===== src/rtl/ddr_game_ctrl.sv =====
// Game sequencer for the DDR design: owns the RESET/GAME/PAUSE/OVER state,
// counts down game time and lives, and divides the display tick into scroll steps.
module ddr_game_ctrl #(
   parameter int unsigned GAME_SECONDS = 60,
   parameter int unsigned START_LIVES  = 5,
   parameter int unsigned SCROLL_DIV   = 16
) (
   input  logic       clk,
   input  logic       rst_n,
   input  logic       btn_start,
   input  logic       btn_pause,
   input  logic       oneHz_tick,
   input  logic       display_tick,
   input  logic       miss_pulse,
   output logic [1:0] state,
   output logic [7:0] time_left,
   output logic [2:0] lives,
   output logic       scroll_step,
   output logic       game_over
);

   typedef enum logic [1:0] {
      ST_RESET = 2'd0,
      ST_GAME  = 2'd1,
      ST_PAUSE = 2'd2,
      ST_OVER  = 2'd3
   } state_e;

   localparam logic [7:0] TIME_LOAD   = 8'(GAME_SECONDS);
   localparam logic [2:0] LIVES_LOAD  = 3'(START_LIVES);
   localparam logic [7:0] SCROLL_LAST = 8'(SCROLL_DIV - 1);

   state_e     state_q, state_d;
   logic [7:0] time_q, time_d;
   logic [2:0] lives_q, lives_d;
   logic [7:0] scnt_q, scnt_d;
   logic       scroll_q, scroll_d;
   logic       over_q, over_d;
   logic       wrap_s;

   // State register and all registered outputs
   always_ff @(posedge clk or negedge rst_n) begin
      if (!rst_n) begin
         state_q  <= ST_RESET;
         time_q   <= TIME_LOAD;
         lives_q  <= LIVES_LOAD;
         scnt_q   <= 8'd0;
         scroll_q <= 1'b0;
         over_q   <= 1'b0;
      end else begin
         state_q  <= state_d;
         time_q   <= time_d;
         lives_q  <= lives_d;
         scnt_q   <= scnt_d;
         scroll_q <= scroll_d;
         over_q   <= over_d;
      end
   end

   // Next-state, counter and pulse logic
   always_comb begin
      state_d  = state_q;
      time_d   = time_q;
      lives_d  = lives_q;
      scnt_d   = scnt_q;
      scroll_d = 1'b0;
      wrap_s   = 1'b0;
      case (state_q)
         ST_RESET: begin
            if (btn_start) state_d = ST_GAME;
            else           state_d = ST_RESET;
         end
         ST_GAME: begin
            if (oneHz_tick && (time_q != 8'd0)) time_d = time_q - 8'd1;
            else                                time_d = time_q;
            if (miss_pulse && (lives_q != 3'd0)) lives_d = lives_q - 3'd1;
            else                                 lives_d = lives_q;
            if (display_tick) begin
               if (scnt_q >= SCROLL_LAST) begin
                  scnt_d = 8'd0;
                  wrap_s = 1'b1;
               end else begin
                  scnt_d = scnt_q + 8'd1;
               end
            end else begin
               scnt_d = scnt_q;
            end
            // Expiry takes precedence over a simultaneous pause request
            if ((time_d == 8'd0) || (lives_d == 3'd0)) state_d = ST_OVER;
            else if (btn_pause)                         state_d = ST_PAUSE;
            else                                        state_d = ST_GAME;
            scroll_d = wrap_s && (state_d == ST_GAME);
         end
         ST_PAUSE: begin
            if (btn_start)      state_d = ST_RESET;
            else if (btn_pause) state_d = ST_GAME;
            else                state_d = ST_PAUSE;
         end
         ST_OVER: begin
            if (btn_start) state_d = ST_RESET;
            else           state_d = ST_OVER;
         end
         default: state_d = ST_RESET;
      endcase
      if (state_d == ST_RESET) begin
         time_d  = TIME_LOAD;
         lives_d = LIVES_LOAD;
         scnt_d  = 8'd0;
      end else begin
         scnt_d  = scnt_d;
      end
      over_d = (state_d == ST_OVER);
   end

   assign state       = state_q;
   assign time_left   = time_q;
   assign lives       = lives_q;
   assign scroll_step = scroll_q;
   assign game_over   = over_q;

endmodule

===== config.mk =====
export PLATFORM = sky130hd
export DESIGN_NAME = ddr_game_ctrl
export DESIGN_NICKNAME = d
export VERILOG_FILES = /design/src/rtl/ddr_game_ctrl.sv
export SDC_FILE = /design/constraint.sdc
export NUM_CORES = 1
export LEC_CHECK = 0
export ABC_AREA = 0
export CORE_MARGIN = 2
export CORE_UTILIZATION = 45
export DETAILED_ROUTE_END_ITERATION = 10
export GPL_ROUTABILITY_DRIVEN = 0
export PLACE_DENSITY_LB_ADDON = 0.2
export SLEW_MARGIN = 15
export SYNTH_ARGS = -nofsm -noshare
export SYNTH_HDL_FRONTEND = slang
export SYNTH_SLANG_ARGS = --single-unit

===== constraint.sdc =====
create_clock -name clk -period 2.3 [get_ports clk]
set_input_delay 0.69 -clock clk [delete_from_list [all_inputs] [get_ports clk]]
set_output_delay 0.69 -clock clk [all_outputs]
set_load 0.005 [all_outputs]

==> flow_summary_export.csv, run 1 <==
group,metric,value,unit
setup_path,r2r-end,"state[1]",
global_route,antenna_found_initial,0,
status,status,"completed",
sta,worst_pin_slew,0.445,ns
setup_path,critPathRequiredTime,1.61,ns
global_route,grtUsageTotal,0.185,
yosys,syn_inst,140,
final_layout,seq_area,583,um^2
detailed_routing,detail_route.wl_per_cell,14.0,um
floorplan,initial_core_util,0.472,
setup_path,critPathKind,"register to output port",
yosys,synth-seq-area-share,0.448,
setup_path,startpoint_type,"register",
global_route,grt_pass1_vias,1106,
final_layout,num_antenna_cells,0,
sta,post-route-min-period,2.21,ns
yosys,synth_top_area_cell,"dfrtp_1",
setup_path,path_delay_family,"flip-flops",
min_path,hold_depth,1,
setup_path,cp_slowest_cell,"dfstp_2",
yosys,synth_simple_gate_area_frac,0.281,
final_layout,nFillCells,245,
yosys,synth_area_leaders,"dfrtp_1, dfstp_2, nand2_1",
power_and_ir_drop,p_int,0.904,mW
yosys,async_flop_share,1.00,
placed_design,pre_cts_slack,-0.383,ns
setup_path,cp_num_buf_inv,1,
sta,hold_viol,0,
floorplan,core,0.00276,mm^2
power_and_ir_drop,total_power,1.48,mW
setup_path,critical_path.max_fanout,8,
yosys,synth_top_area_frac,0.327,
clocking,insertion_delay,0.30,ns
final_layout,final_cell_mix,"clkdlybuf4s50_1, nand2_1, nor2_1, dfrtp_1, buf_4",
power_and_ir_drop,cellLeakagePower,0.736,nW
detailed_routing,first_pass_iters,4,
final_layout,areaGrowthSynthToFinish,28.2,%
power_and_ir_drop,seq_power_share,0.410,
floorplan,chipHeight,57.8,um
sta,setup_viol_count_final,0,
power_and_ir_drop,sw_frac_of_total,0.389,
detailed_routing,via_count,1131,
setup_path,critPathLaunch,"time_left[5]",
clocking,cts_tree,"yes",
detailed_routing,wl,2810,um
floorplan,num_rows,19,
yosys,netlist_area,0.00130,mm^2
sta,skew,0.00905,ns
yosys,synth_nets,151,
final_layout,multi_input_area,716,um^2
yosys,synth_compound_area_frac,0.109,
clocking,cts_inserted_buffers,3,
setup_path,r2r_slack,0.15,ns
detailed_routing,ant_nets,0,
floorplan,chipWidth,57.8,um
clocking,root_buffer,"clkbuf_4",
global_route,grt_pass1_wl,4930,um
power_and_ir_drop,ir_drop,0.620,mV
setup_path,crit_cells,1,
yosys,synth_fa_ha_area_frac,0.0384,
final_layout,final_nets,182,
detailed_routing,drc_errors,0,
sta,finalCritPeriodShare,0.961,
power_and_ir_drop,power_frac_clock,0.124,
yosys,synth_xor_area_frac,0.0538,
yosys,yosys_most_used_dff,"dfrtp_1",
setup_path,r2r_cells,8,
placed_design,dpl-instance-area,0.00159,mm^2
floorplan,dieArea,0.00334,mm^2
yosys,ys_seq_elements,23,
clocking,cts_max_path_buffers,2,
setup_path,r2r_start,"time_left[0]",
clocking,clkSinkCount,23,
setup_path,endpoint_kind,"output port",
power_and_ir_drop,power_frac_comb,0.466,
setup_path,slowest_delay,0.68,ns
yosys,synth_top_family_by_area,"simple AND/OR/NAND/NOR gates",
yosys,synthMuxAreaShare,0.0317,
yosys,synth_cell_type_count,35,
setup_path,crit_end,"time_left[5]",
flow_run,maxCapViolations,0,
yosys,synth_edf_count,0,
clocking,path_clk_slew,0.13,ns
sta,slew_violations,0,
power_and_ir_drop,netSwitchingPower,0.575,mW
global_route,grt-ovfl-total,0,
placed_design,port_buffers,21,
global_route,grt_max_degree,24,
min_path,hold_path_class,"register to register",
floorplan,io_pins,22,
detailed_routing,vias_per_cell,5.63,
power_and_ir_drop,power.density,885,mW/mm^2
final_layout,final_common_cell,"clkdlybuf4s50_1",
clocking,htreeDepth,1,
yosys,yosysWarnings,0,
clocking,postCtsHoldBufs,0,
sta,worst_slack,0.0891,ns
setup_path,cp.arrival,1.52,ns
sta,slew_headroom,0.702,
sta,clock.fmax,0.452,GHz
final_layout,layout-drive-gt1-share,0.176,
final_layout,design_area,0.00167,mm^2
detailed_routing,drt_iter0_drc,23,
yosys,avgSynthCellArea,9.30,um^2
setup_path,crit_chain,"clkdlybuf4s50_1",
placed_design,dp_hpwl,2080,um
==> worst min path at each step <==
stage / startpoint / endpoint / slack [ns]
after floorplan: rst_n / game_over / 0.39
after global placement: scnt_q[6] / scnt_q[6] / 0.49
after detailed placement: scnt_q[7] / scnt_q[7] / 0.50
after CTS: scnt_q[7] / scnt_q[7] / 0.53
after global routing: scnt_q[7] / scnt_q[7] / 0.58
final: scnt_q[7] / scnt_q[7] / 0.53
==> routing by layer <==
metal | up-vias | global-route usage | part of all wire
li1 | 560 | - | -
met1 | 544 | 0.264 | 0.47
met2 | 27 | 0.299 | 0.48
met3 | 0 | 0.0335 | 0.048
met4 | 0 | 0.0365 | 0
met5 | - | 0 | 0
==> kinds of logic after synthesis <==
family | Yosys count
AND/OR/NAND/NOR | 69
adder cells (fa/ha/maj) | 4
XOR/XNOR | 8
AO/OA/AOI/OAI | 21
flip-flops | 23
multiplexers | 4
buffers and inverters | 11
==> cell usage after synthesis, drive strengths merged, types with 2 or more instances <==
cell / count
nand4: 2
dfrtp: 17
nand3: 5
inv: 7
nand2: 20
and2: 2
clkbuf: 2
buf: 2
nor3: 6
dfstp: 6
and3: 4
xnor2: 5
nor4: 4
o21ai: 4
a211oi: 3
a31oi: 3
mux2i: 3
nor2: 17
a41oi: 2
or3: 3
a21oi: 6
xor2: 3
ha: 4
==> final cells by class <==
class,count,area share
multi-input combinational,106,0.428
tap,31,0.0232
clock buffer,4,0.0157
timing repair buffer,30,0.168
inverter,7,0.0157
sequential,23,0.349
==> power groups by stage <==
stage	combinational [mW]	sequential, mW	clock [mW]
final	0.689	0.606	0.183
after CTS	0.673	0.606	0.187
after global routing	0.778	0.622	0.210
after global placement	0.644	0.606	0
after detailed placement	0.662	0.609	0
after floorplan	0.409	0.587	0
==> metrics by stage <==
| stage | utilization | instances | hold slack [ns] | TNS [ns] |
|---|---|---|---|---|
| after global routing | 0.606 | 201 | 0.578 | -0.0270 |
| after global placement | 0.576 | 196 | 0.487 | -0.884 |
| final | 0.606 | 201 | 0.527 | 0 |
| after CTS | 0.590 | 200 | 0.532 | 0 |
| after floorplan | - | 140 | 0.394 | 0 |
| after detailed placement | 0.576 | 196 | 0.498 | -1.09 |
==> sequential cells by signal (all words and copies together) (netlist names) <==
signal,count
scroll_step,1
lives,3
game_over,1
state,2
time_left,8
scnt_q,8
==> repair_timing <==
action | 4_1_cts | 5_1_grt
resized for setup | 2 | 7
pin swaps | 3 | 3
endpoints found under the setup margin | 1 | 3
buffers inserted | 0 | 1
cloned | 0 | 0
Note: power is estimated with default switching activity, not from simulation.
==> inputs of run 2 (changes only) <==
--- a/config.mk
+++ b/config.mk
@@ -10,6 +10,7 @@
 export CORE_UTILIZATION = 45
 export DETAILED_ROUTE_END_ITERATION = 10
 export GPL_ROUTABILITY_DRIVEN = 0
+export GPL_TIMING_DRIVEN = 0
 export PLACE_DENSITY_LB_ADDON = 0.2
 export SLEW_MARGIN = 15
 export SYNTH_ARGS = -nofsm -noshare
==> constraint.sdc (replaced) <==
create_clock -name clk -period 2.6 [get_ports clk]
set_input_delay 0.78 -clock clk [delete_from_list [all_inputs] [get_ports clk]]
set_output_delay 0.78 -clock clk [all_outputs]
set_load 0.005 [all_outputs]
==> run 2 against run 1 <==
First-iteration DRC count up 83%. Register-to-register slack improved by 0.21 ns. Wire length decreased by 5.7%. Core utilization down 3.4 points. Setup slack gained 0.27 ns. Final cell count fell by 2.5%. Sequential cell count stayed put. Clock skew is 0.0076 ns lower. Sequential share of layout area is 2.1 points higher. Via count shrank 2.8%. Combinational power is 16% lower. Non-clock buffer count down 5.
==> flow_summary_export.csv, run 2 (synthesized netlist as in run 1, its figures left out) <==
group,metric,value,unit
setup_path,critPathRequiredTime,2.80,ns
final_layout,design_area,0.00158,mm^2
clocking,cts_setup_buffers,0,
sta,finalSetupTns,0,ns
power_and_ir_drop,power_frac_clock,0.129,
floorplan,core,0.00276,mm^2
power_and_ir_drop,seq_power_share,0.412,
power_and_ir_drop,cellLeakagePower,0.693,nW
clocking,path_clk_slew,0.12,ns
detailed_routing,drc_errors,0,
detailed_routing,first_pass_iters,4,
power_and_ir_drop,power.density,803,mW/mm^2
sta,slew_violations,0,
final_layout,final_common_cell,"nand2_1",
floorplan,num_rows,19,
final_layout,num_antenna_cells,0,
setup_path,r2r-end,"state[0]",
setup_path,cp.arrival,2.45,ns
sta,slew_headroom,0.661,
sta,post-route-min-period,2.24,ns
flow_run,maxCapViolations,0,
final_layout,areaGrowthSynthToFinish,20.9,%
floorplan,initial_core_util,0.472,
sta,worst_pin_slew,0.508,ns
clocking,htreeDepth,1,
global_route,grt-ovfl-total,0,
global_route,antenna_found_initial,0,
setup_path,r2r_slack,0.36,ns
final_layout,final_cell_mix,"nand2_1, clkdlybuf4s50_1, nor2_1, dfrtp_1, inv_1",
setup_path,critical_path.max_fanout,6,
final_layout,nFillCells,257,
placed_design,dpl-instance-area,0.00155,mm^2
power_and_ir_drop,power_frac_comb,0.459,
min_path,hold_path_class,"input pin to async pin",
placed_design,port_buffers,21,
power_and_ir_drop,total_power,1.27,mW
sta,setup_viol_count_final,0,
sta,clock.fmax,0.446,GHz
detailed_routing,detail_route.wl_per_cell,13.5,um
setup_path,critPathKind,"register to register",
clocking,insertion_delay,0.30,ns
floorplan,chipWidth,57.8,um
final_layout,layout-drive-gt1-share,0.109,
sta,skew,0.00142,ns
power_and_ir_drop,ir_drop,0.548,mV
detailed_routing,drt_iter0_drc,42,
clocking,cts_inserted_buffers,3,
floorplan,dieArea,0.00334,mm^2
global_route,use_met3,0.0290,
power_and_ir_drop,sw_frac_of_total,0.390,
status,status,"completed",
sta,rsz0062_at_grt,"false",
global_route,use_met1,0.263,
floorplan,io_pins,22,
global_route,grt_most_used_layer,"met2",
power_and_ir_drop,p_int,0.772,mW
global_route,grt_pass1_wl,4770,um
clocking,root_buffer,"clkbuf_4",
setup_path,endpoint_kind,"register",
detailed_routing,ant_nets,0,
detailed_routing,wl,2650,um
sta,finalCritPeriodShare,0.863,
clocking,clkSinkCount,23,
power_and_ir_drop,netSwitchingPower,0.493,mW
setup_path,startpoint_type,"register",
detailed_routing,vias_per_cell,5.61,
final_layout,final_nets,177,
sta,hold_viol,0,
global_route,grt_pass1_vias,1057,
global_route,grt_use_met2,0.291,
floorplan,chipHeight,57.8,um
clocking,cts_max_path_buffers,2,
global_route,grtUsageTotal,0.184,
detailed_routing,via_count,1099,
setup_path,r2r_cells,8,
setup_path,critPathLaunch,"time_left[0]",
setup_path,r2r_start,"time_left[0]",
global_route,grt_max_degree,24,
clocking,cts_tree,"yes",
placed_design,dp_hpwl,1990,um
[run 2: changes by cell type in the layout (fill, tap and decap cells not counted), moves of 2 or more]
cell / before / now
a41oi_2: 2 / 0
a41oi_1: 0 / 2
buf_2: 0 / 2
buf_4: 9 / 0
clkbuf_1: 1 / 3
[run 2: stage by stage]
stage / hold slack, ns / worst slack [ns] / instances / util
2_1_floorplan: 0.464 / 0.405 / 140 / -
3_3_place_gp: 0.487 / -0.261 / 192 / 0.563
3_5_place_dp: 0.501 / -0.305 / 192 / 0.563
4_1_cts: 0.530 / 0.0250 / 196 / 0.572
5_1_grt: 0.456 / 0.132 / 196 / 0.571
6_report: 0.426 / 0.355 / 196 / 0.571
[run 2: critical path: stages (launching register included)]
cell,delay (ns)
dfrtp_1,0.46
inv_1,0.12
ha_1,0.23
nor4b_4,0.28
nand2_1,0.15
and4_1,0.24
o2111ai_2,0.25
a41oi_1,0.15
mux2_2,0.27
[run 2: per-layer routing]
metal / share of wire / wire [um] / up-vias
met4: 0.0049 / 13 / 0
met2: 0.45 / 1190 / 27
li1: - / - / 551
met3: 0.054 / 144 / 2
met1: 0.49 / 1300 / 519
met5: 0 / 0 / -
[run 2: area by class of cell]
type	count	area [um^2]	area share
Clock buffer	4	26.3	0.0167
Inverter	7	26.3	0.0167
Timing Repair Buffer	21	208	0.132
Sequential cell	23	583	0.370
Multi-Input combinational cell	106	669	0.425
Buffer	4	23.8	0.0151
Tap cell	31	38.8	0.0246
[run 2: repair_timing]
action | CTS | global route
gates resized for setup | 0 | 1
endpoints found under the setup margin | 0 | 1
hold buffers | 0 | 0
[run 2: power by group through the flow]
| stage | Sequential, mW | Combinational (mW) | Clock (mW) |
|---|---|---|---|
| after detailed placement | 0.526 | 0.582 | 0 |
| after global placement | 0.524 | 0.562 | 0 |
| after global routing | 0.536 | 0.658 | 0.183 |
| final | 0.522 | 0.580 | 0.163 |
| after CTS | 0.521 | 0.585 | 0.170 |
| after floorplan | 0.519 | 0.362 | 0 |
[run 2: how the worst max path moves through the flow]
| stage | cells past startpoint | endpoint |
|---|---|---|
| after floorplan | 6 | state[0] |
| after global placement | 7 | state[0] |
| after detailed placement | 7 | state[0] |
| after CTS | 7 | state[0] |
| after global routing | 8 | state[0] |
| final | 8 | state[0] |
